<file path="src/rtl/nnet_pkg.sv">
// Shared constants and types for the nnet streaming stages.
package nnet_pkg;
    localparam logic [7:0] SR_SIZE_INPUT  = 8'd129;
    localparam logic [7:0] SR_SIZE_OUTPUT = 8'd130;
    localparam int         TUSER_W        = 128;

    typedef enum logic {
        IDLE   = 1'b0,
        STREAM = 1'b1
    } state_t;
endpackage

</file>
<file path="src/rtl/nnet_fwft_fifo.sv">
// First-word-fall-through FIFO: o_dout shows the head entry whenever o_count is non-zero.
module nnet_fwft_fifo #(
    parameter int WIDTH  = 16,
    parameter int AWIDTH = 5
) (
    input  logic              i_clk,
    input  logic              i_rst_n,
    input  logic              i_clr,
    input  logic              i_push,
    input  logic              i_pop,
    input  logic [WIDTH-1:0]  i_din,
    output logic [WIDTH-1:0]  o_dout,
    output logic [AWIDTH:0]   o_count
);
    localparam logic [AWIDTH:0]   DEPTH   = {1'b1, {AWIDTH{1'b0}}};
    localparam logic [AWIDTH:0]   ONE_CNT = {{AWIDTH{1'b0}}, 1'b1};
    localparam logic [AWIDTH-1:0] ONE_PTR = {{(AWIDTH-1){1'b0}}, 1'b1};

    logic [WIDTH-1:0]  r_mem [2**AWIDTH];
    logic [AWIDTH-1:0] r_wr_ptr;
    logic [AWIDTH-1:0] r_rd_ptr;
    logic [AWIDTH:0]   r_count;
    logic              w_push;
    logic              w_pop;

    assign w_push  = i_push && (r_count != DEPTH);
    assign w_pop   = i_pop && (r_count != '0);
    assign o_dout  = r_mem[r_rd_ptr];
    assign o_count = r_count;

    // Storage is not reset; consumers gate o_dout with a non-zero count.
    always_ff @(posedge i_clk) begin
        if (w_push) r_mem[r_wr_ptr] <= i_din;
    end

    always_ff @(posedge i_clk or negedge i_rst_n) begin
        if (!i_rst_n) begin
            r_wr_ptr <= '0;
            r_rd_ptr <= '0;
            r_count  <= '0;
        end else if (i_clr) begin
            r_wr_ptr <= '0;
            r_rd_ptr <= '0;
            r_count  <= '0;
        end else begin
            if (w_push) r_wr_ptr <= r_wr_ptr + ONE_PTR;
            if (w_pop)  r_rd_ptr <= r_rd_ptr + ONE_PTR;
            case ({w_push, w_pop})
                2'b10:   r_count <= r_count + ONE_CNT;
                2'b01:   r_count <= r_count - ONE_CNT;
                default: r_count <= r_count;
            endcase
        end
    end
endmodule

</file>
<file path="src/rtl/nnet_output_framer.sv">
// Re-frames the HLS ap_fifo result stream into AXI-stream packets of programmable length,
// tagging each packet with the tuser header captured from the matching input packet.
module nnet_output_framer #(
    parameter int         WIDTH          = 16,
    parameter int         FIFO_AWIDTH    = 5,
    parameter logic [7:0] SR_SIZE_OUTPUT = 8'd130
) (
    input  logic                         clk,
    input  logic                         reset_n,
    input  logic                         clear,
    input  logic                         set_stb,
    input  logic [7:0]                   set_addr,
    input  logic [31:0]                  set_data,
    input  logic [WIDTH-1:0]             hls_din,
    input  logic                         hls_write,
    output logic                         hls_full_n,
    input  logic [nnet_pkg::TUSER_W-1:0] i_tuser,
    input  logic                         i_tuser_valid,
    output logic                         i_tuser_ready,
    output logic [WIDTH-1:0]             o_tdata,
    output logic                         o_tlast,
    output logic                         o_tvalid,
    input  logic                         o_tready,
    output logic [nnet_pkg::TUSER_W-1:0] o_tuser,
    output logic                         err_overflow,
    output logic [31:0]                  pkt_count,
    output nnet_pkg::state_t             o_dbg_state
);
    import nnet_pkg::*;

    // Handshake: a beat transfers on a rising clk edge where o_tvalid && o_tready;
    // while o_tvalid && !o_tready, o_tdata/o_tlast/o_tuser hold and o_tvalid stays high.
    localparam logic [FIFO_AWIDTH:0] DATA_DEPTH = {1'b1, {FIFO_AWIDTH{1'b0}}};
    localparam logic [1:0]           HDR_DEPTH  = 2'd2;

    state_t               r_state;
    logic [31:0]          r_size;
    logic [31:0]          r_len;
    logic [31:0]          r_beat_cnt;
    logic [31:0]          r_pkt_count;
    logic                 r_live;
    logic                 r_err;
    logic [FIFO_AWIDTH:0] w_data_count;
    logic [1:0]           w_hdr_count;
    logic [WIDTH-1:0]     w_data_head;
    logic [TUSER_W-1:0]   w_hdr_head;
    logic                 w_data_full;
    logic                 w_hdr_full;
    logic                 w_data_push;
    logic                 w_hdr_push;
    logic                 w_stream;
    logic                 w_last;
    logic                 w_beat;
    logic                 w_overflow;

    // r_live keeps both ready signals low until the first edge after reset release.
    assign w_data_full   = (w_data_count == DATA_DEPTH);
    assign w_hdr_full    = (w_hdr_count == HDR_DEPTH);
    assign hls_full_n    = r_live && !w_data_full;
    assign i_tuser_ready = r_live && !w_hdr_full;
    assign w_data_push   = hls_write && hls_full_n;
    assign w_hdr_push    = i_tuser_valid && i_tuser_ready;
    assign w_overflow    = (hls_write && w_data_full) || (i_tuser_valid && w_hdr_full);

    assign w_stream      = (r_state == STREAM);
    assign w_last        = (r_beat_cnt == r_len - 32'd1);
    assign o_tvalid      = w_stream && (w_data_count != '0);
    assign o_tdata       = o_tvalid ? w_data_head : '0;
    assign o_tuser       = w_stream ? w_hdr_head : '0;
    assign o_tlast       = o_tvalid && w_last;
    assign w_beat        = o_tvalid && o_tready;
    assign err_overflow  = r_err;
    assign pkt_count     = r_pkt_count;
    assign o_dbg_state   = r_state;

    nnet_fwft_fifo #(.WIDTH(WIDTH), .AWIDTH(FIFO_AWIDTH)) u_data_fifo (
        .i_clk   (clk),
        .i_rst_n (reset_n),
        .i_clr   (clear),
        .i_push  (w_data_push),
        .i_pop   (w_beat),
        .i_din   (hls_din),
        .o_dout  (w_data_head),
        .o_count (w_data_count)
    );

    nnet_fwft_fifo #(.WIDTH(TUSER_W), .AWIDTH(1)) u_hdr_fifo (
        .i_clk   (clk),
        .i_rst_n (reset_n),
        .i_clr   (clear),
        .i_push  (w_hdr_push),
        .i_pop   (w_beat && w_last),
        .i_din   (i_tuser),
        .o_dout  (w_hdr_head),
        .o_count (w_hdr_count)
    );

    // The length setting survives clear; only reset_n restores it.
    always_ff @(posedge clk or negedge reset_n) begin
        if (!reset_n) begin
            r_size <= 32'd1;
        end else if (set_stb && (set_addr == SR_SIZE_OUTPUT)) begin
            r_size <= set_data;
        end
    end

    always_ff @(posedge clk or negedge reset_n) begin
        if (!reset_n) begin
            r_state     <= IDLE;
            r_len       <= 32'd1;
            r_beat_cnt  <= '0;
            r_pkt_count <= '0;
            r_err       <= 1'b0;
            r_live      <= 1'b0;
        end else if (clear) begin
            r_state     <= IDLE;
            r_len       <= 32'd1;
            r_beat_cnt  <= '0;
            r_pkt_count <= '0;
            r_err       <= 1'b0;
            r_live      <= 1'b1;
        end else begin
            r_live <= 1'b1;
            if (w_overflow) r_err <= 1'b1;
            case (r_state)
                IDLE: begin
                    if (w_hdr_count != '0) begin
                        r_state    <= STREAM;
                        r_len      <= (r_size == '0) ? 32'd1 : r_size;
                        r_beat_cnt <= '0;
                    end
                end
                STREAM: begin
                    if (w_beat) begin
                        r_beat_cnt <= r_beat_cnt + 32'd1;
                        if (w_last) begin
                            r_pkt_count <= r_pkt_count + 32'd1;
                            r_state     <= IDLE;
                        end
                    end
                end
                default: r_state <= IDLE;
            endcase
        end
    end
endmodule
</file>
<file path="config.mk">
export PLATFORM = sky130hd
export DESIGN_NAME = nnet_output_framer
export DESIGN_NICKNAME = d
export VERILOG_FILES = /design/src/rtl/nnet_pkg.sv /design/src/rtl/nnet_fwft_fifo.sv /design/src/rtl/nnet_output_framer.sv
export SDC_FILE = /design/constraint.sdc
export NUM_CORES = 1
export LEC_CHECK = 0
export BUFFER_PORTS_ARGS = -buffer_cell sky130_fd_sc_hd__clkbuf_2
export CORE_MARGIN = 2
export CORE_UTILIZATION = 30
export CTS_BUF_LIST = sky130_fd_sc_hd__clkbuf_8
export DETAILED_ROUTE_END_ITERATION = 8
export PLACE_DENSITY = 0.47
export SLEW_MARGIN = 10
export SYNTH_ARGS = -nofsm -noshare
export SYNTH_HDL_FRONTEND = slang
export SYNTH_SLANG_ARGS = --single-unit
</file>
<file path="constraint.sdc">
create_clock -name clk -period 11.27 [get_ports clk]
set_input_delay 1.127 -clock clk [delete_from_list [all_inputs] [get_ports clk]]
set_output_delay 1.127 -clock clk [all_outputs]
set_load 0.05 [all_outputs]
</file>
### After elaboration in Yosys (flattened, before gate mapping)

Memories as Yosys holds them, arrays and structs flattened.
Cells that the tools add are included.

| operators by class | value |
|---|---|
| $add $sub $neg | 11 |
| equality and inequality tests | 13 |
| multiplexer cells | 37 |
| bitwise operators | 1 |
| reduce and logical (&&, ||, !) cells | 35 |

Operators by type and width:

| operator | number |
|---|---|
| 32-bit two-way mux | 11 |
| 128-bit two-way mux | 1 |
| 32-bit by 1-bit adder with 32-bit output, second input constant | 2 |
| 32-bit one-hot mux with 2 select lines | 1 |
| 32-bit == test | 1 |
| 32-bit logical NOT | 1 |
| 32-bit by 1-bit subtractor with 32-bit output, second input constant | 1 |
| 5-bit two-way mux | 4 |
| 2-bit nonzero test | 10 |
| 16-bit two-way mux | 1 |
| 1-bit logical AND | 15 |
| 1-bit two-way mux | 14 |
| 6-bit one-hot mux with 2 select lines | 1 |
| 5-bit by 1-bit adder with 5-bit output, second input constant | 2 |
| 8-bit == test, second input constant | 1 |
| 6-bit by 1-bit adder with 6-bit output, second input constant | 1 |
| 2-bit == test, second input constant | 3 |
| 6-bit == test, second input constant | 1 |
| 6-bit two-way mux | 1 |
| 6-bit inequality test, second input constant | 1 |
| 3-bit nonzero test | 2 |
| 6-bit nonzero test | 1 |
| 6-bit by 1-bit subtractor with 6-bit output, second input constant | 1 |
| 2-bit by 1-bit == test with 1-bit output, second input constant | 2 |
| 14 further kinds | 18 |

| storage, ports and cells | value |
|---|---|
| flip-flop bits (word level) | 151 |
| bits in writable memories | 768 |
| word-level logic and storage cells | 112 |
| memories | 2 |

Memories:

| name | depth | bits a word | read ports | clocked after memory_dff | write ports | line | RTL |
|---|---|---|---|---|---|---|---|
| u_data_fifo.r_mem | 32 | 16 | 1 | 0 | 1 | nnet_fwft_fifo.sv:19 | `logic [WIDTH-1:0] r_mem [2**AWIDTH];` |
| u_hdr_fifo.r_mem | 2 | 128 | 1 | 0 | 1 | nnet_fwft_fifo.sv:19 |  |

### Longest topological paths before layout

| depth | value |
|---|---|
| word-level depth | 8 |
| depth in mapped cells | 15 |

### Hierarchy

A second synthesis with hierarchy kept.

| unflattened totals | value |
|---|---|
| cells, all modules | 2246 |
| area total of the unflattened synthesis | 38416.8 um2 |

Modules (own cells, without submodules):

| module | times used | cells an instance | area each (um2) | seq. area each (um2) |
|---|---|---|---|---|
| nnet_fwft_fifo at u_data_fifo | 1 | 888 | 20604.8 | 15775.1 |
| nnet_fwft_fifo at u_hdr_fifo | 1 | 421 | 9501.6 | 7787.5 |
| nnet_output_framer | 1 | 937 | 8310.5 | 3280.6 |

### Worst setup path before layout

Ideal clock, no wire load.

| timing | value |
|---|---|
| path type | input port to flip-flop |
| start point | input port i_tuser_valid |
| end point | memory u_hdr_fifo.r_mem[0][0] (netlist name), enable pin |
| library setup time | 0.617 ns |
| arrival | 6.641 ns |
| setup slack | 4.012 ns |
| cell stages on the path | 2 |
| path through | nand2_1 -> nor2_1 |

| on the way | value |
|---|---|
| cells in the longest elaborated chain, start to end | 4 |

RTL lines:

| item | line | RTL |
|---|---|---|
| start: declaration | nnet_output_framer.sv:18 | `input logic i_tuser_valid,` |
| 1-bit logical AND | nnet_output_framer.sv:62 | `assign w_hdr_push = i_tuser_valid && i_tuser_ready;` |
| 1-bit logical AND | nnet_fwft_fifo.sv:26 | `assign w_push = i_push && (r_count != DEPTH);` |
| 1-bit two-way mux | nnet_fwft_fifo.sv:33 | `if (w_push) r_mem[r_wr_ptr] <= i_din;` |
| 1-bit two-way mux (not written as such) | nnet_fwft_fifo.sv:33 |  |
| end: declaration | nnet_fwft_fifo.sv:19 |  |

No other way between the ends.

### Worst setup path after layout

| timing | value |
|---|---|
| start point | register u_data_fifo.r_rd_ptr[0] |
| end point | output port o_tdata[14] |

| on the way | value |
|---|---|
| cells in the longest elaborated chain, start to end | 2 |

RTL lines:

| item | line | RTL |
|---|---|---|
| start: declaration | nnet_fwft_fifo.sv:21 | `logic [AWIDTH-1:0] r_rd_ptr;` |
| start signal: assignment | nnet_fwft_fifo.sv:47 | `if (w_pop) r_rd_ptr <= r_rd_ptr + ONE_PTR;` |
| memory read 32 x 16 bit | -- |  |
| 16-bit two-way mux | nnet_output_framer.sv:68 | `assign o_tdata = o_tvalid ? w_data_head : '0;` |
| end: declaration | nnet_output_framer.sv:20 | `output logic [WIDTH-1:0] o_tdata,` |

No other way between the ends.

==> metrics.md <==
| Metric | Value |
|---|---|
| Post-synth ARST share | 0.164 |
| Clock sink total | 919 |
| Worst slew pin tran | 1.10 ns |
| Cells after synthesis | 2177 |
| Worst Path Max Fanout | 47 |
| Pwr dens | 162 nW/µm² |
| Crit path top cell by count | mux4_2 |
| Clock skew | 0.0490 ns |
| WL final | 101 mm |
| Slew Viols, Final | 0 |
| Crit-path slowest cell | dfrtp_4 |
| Static Leak | 0.0154 µW |
| Hold Crit Class | input pin to asynchronous set/reset pin |
| Detail Placement HPWL | 62.7 mm |
| Most common cell after layout, fill and taps aside | edfxtp_1 |
| Top Ports | 373 |
| Cell area after synthesis | 37800 µm² |
| Syn Area/Cell | 17.4 µm² |
| Total gr overflow | 0 |
| Fmax | 175 MHz |
| Syn_nets | 2381 |
| Minimum period implied by the final worst setup slack | 5.72 ns |
| Initial Utilization | 0.301 |
| Fin worst setup slack | 5.55 ns |
| Num CTS Buffers | 163 |
| DRC violations left | 0 |
| Crit. End Element | primary output |
| Total GRT Usage | 0.156 |
| CTS tree | built |
| Unique cell type count in the Yosys netlist | 80 |
| Core Footprint | 125000 µm² |
| CP arrival | 4.59 ns |
| Clock Latency Late Sink | 0.87 ns |
| Crit Path Category | flop to primary output |
| DRT Pass-1 Iters | 5 |
| Die extent in y | 359 µm |
| Die span in x | 359 µm |
| Via density | 4.85 |
| Fin. Hold Viols | 0 |
| Crit path largest cell delay | 1.08 ns |
| Post-CTS Hold Buffers | 0 |
| Period utilisation layout | 0.507 |
| Wire per inst | 22.8 µm |
| Max-cap violations | 0 |
| CTS root buf | clkbuf_8 |
| Final Core Density | 0.357 |
| Largest net degree at the start of global routing | 104 |
| Vias in the first global route | 22700 |
| Fillers | 11800 |
| Final setup fails | 0 |
| DRT iter0 DRCs | 1799 |
| Row cnt | 130 |
| Pre-CTS WS | 6.23 ns |
| Area of the multi-input gates | 10600 µm² |
| CP required | 10.14 ns |
| Port Buf Inserts | 372 |
| Post-CTS Repair Setup Buffers | 0 |
| Vias | 21400 |
| Seq/Total Area, Yosys | 0.710 |
| Peak supply drop | 114 µV |
| Max_slew headroom | 0.268 |
| Most frequent cells in the layout | edfxtp_1, clkbuf_2, clkbuf_8 |
| First-pass GRT wire length | 149 mm |
| Yosys reg bits | 919 |
| H-Tree Depth | 4 |
| GPL Wtd Cong | 0.787 |
| Proportion of layout cells with a drive suffix above 1 | 0.317 |
| Total negative slack | 0 ns |
| Synth Flop Type | edfxtp_1 |
| Total number of yosys warnings | 0 |
| Unrepaired setup endpoints after global routing | no |
| Critical Path, Cell by Cell | buf_4 -> mux4_2 -> mux4_2 -> mux2i_1 -> nor2_1 -> clkbuf_2 |
| FF/Latch Area | 26900 µm² |
| Final ANT Viol Nets | 0 |
| Post-synth EDFFs | 768 |
| Post-CTS sizing | 0 |
| Status | completed |
| Clk buf depth | 3 |
| Clock transition at path regs | 0.06 ns |
| Total Nets Final | 2843 |
| Antenna violations before repair | 8 |
| Syn-to-layout area delta | 18.4% |
| CP Launch Type | flop |
| Die area | 129000 µm² |
-- synth_stat cells, drive strengths merged (4+ instances only) --
library cell    n  area [µm²]
o21ai          16        80.1
xor2           33         289
clkbuf         76         287
nand2b          6        37.5
o21a            4        30.0
nor4b           5        50.0
nand3          34         170
mux2           32         360
and3           11        68.8
nand3b          7        52.6
and2            5        31.3
xnor2          42         368
edfxtp        768       23100
nand4          25         193
nand2          55         206
nor2          135         507
or4            23         184
o31ai          20         155
and4            4        35.0
a21oi          38         190
buf            39         175
inv            28         105
nor2b         135         845
a211oi          6        45.0
o31a            5        43.8
mux2i         149        1490
nor4           26         220
mux4          160        3600
a22o           29         254
a31oi           5        31.3
or2             5        31.3
ha             12         150
dfrtp         149        3730
or3            18         118
nand4b          5        43.8
nor3           19         105
-- area by class of cell --
cell class	instances	area share
Antenna cell	6	0.000336
Timing Repair Buffer	412	0.0485
Clock inverter	111	0.0132
Multi-Input combinational cell	1115	0.236
Tap cell	1650	0.0461
Inverter	28	0.00235
Clock buffer	173	0.0532
Sequential cell	919	0.600
-- critical path, delay by kind of cell (launching register included) --
| family | cells | cell delay [ns] |
|---|---|---|
| mux | 3 | 1.42 |
| simple gates | 1 | 0.08 |
| flops | 1 | 1.08 |
| buf+inv | 2 | 1.10 |
-- through the flow --
step                      std cells  area [µm²]  total power [µW]  hold slack [ns]
after global placement         4124       41800              4460            0.484
final                          4414       44700              7260            0.346
after floorplan                2177       37800              4250            0.456
after detailed placement       4124       41800              4470            0.485
after global routing           4414       44700              7570            0.315
after CTS                      4408       44700              7380            0.262
-- sequential cells by signal, indices dropped and copies added, names as in the netlist --
name	count
u_data_fifo.r_rd_ptr	5
r_size	32
u_data_fifo.r_mem	512
pkt_count	32
r_live	1
err_overflow	1
r_beat_cnt	32
u_hdr_fifo.r_wr_ptr	1
u_data_fifo.o_count	6
u_data_fifo.r_wr_ptr	5
u_hdr_fifo.o_count	2
o_dbg_state	1
r_len	32
u_hdr_fifo.r_mem	256
u_hdr_fifo.r_rd_ptr	1
-- report_power, final --
part	internal, µW	total (µW)	switching [µW]
clock	1490	2870	1380
sequential	3750	3780	35.8
combinational	186	610	424
-- path summary, 6_finish.rpt --
| kind | to | from | slack (ns) | cells after the start |
|---|---|---|---|---|
| worst max register to register | u_data_fifo.o_count[5] | u_data_fifo.o_count[0] | 7.14 | 13 |
| min in group clk | u_hdr_fifo.r_mem[0][89] | i_tuser[89] | 0.45 | 1 |
| worst max-delay path | o_tdata[14] | u_data_fifo.r_rd_ptr[0] | 5.55 | 6 |
| worst min register to register | r_len[0] | r_size[0] | 0.49 | 2 |
| max in group asynchronous | o_dbg_state | reset_n | 9.36 | 2 |
| worst min-delay path | r_beat_cnt[19] | reset_n | 0.35 | 1 |
-- cells by family (layout without fill, tap and decap cells) --
family	Yosys count	count (layout)	synth area share
DFF	919	919	0.710
and+or+nand+nor	531	531	0.0798
muxes	341	341	0.144
AOI/OAI and AO/OA	154	154	0.0290
buffers and inverters	143	724	0.0150
xor gates and xnor gates	75	75	0.0174
adders and majority gates	13	13	0.00450
other	1	7	0.0000992
-- layer usage --
layer,vias up,GRT usage,wire [µm]
li1,9492,-,-
met1,11100,0.195,42000
met2,584,0.258,50300
met3,183,0.0400,5420
met4,4,0.0612,2910
met5,-,0,23
No activity file was read; power rests on OpenSTA's default activity.
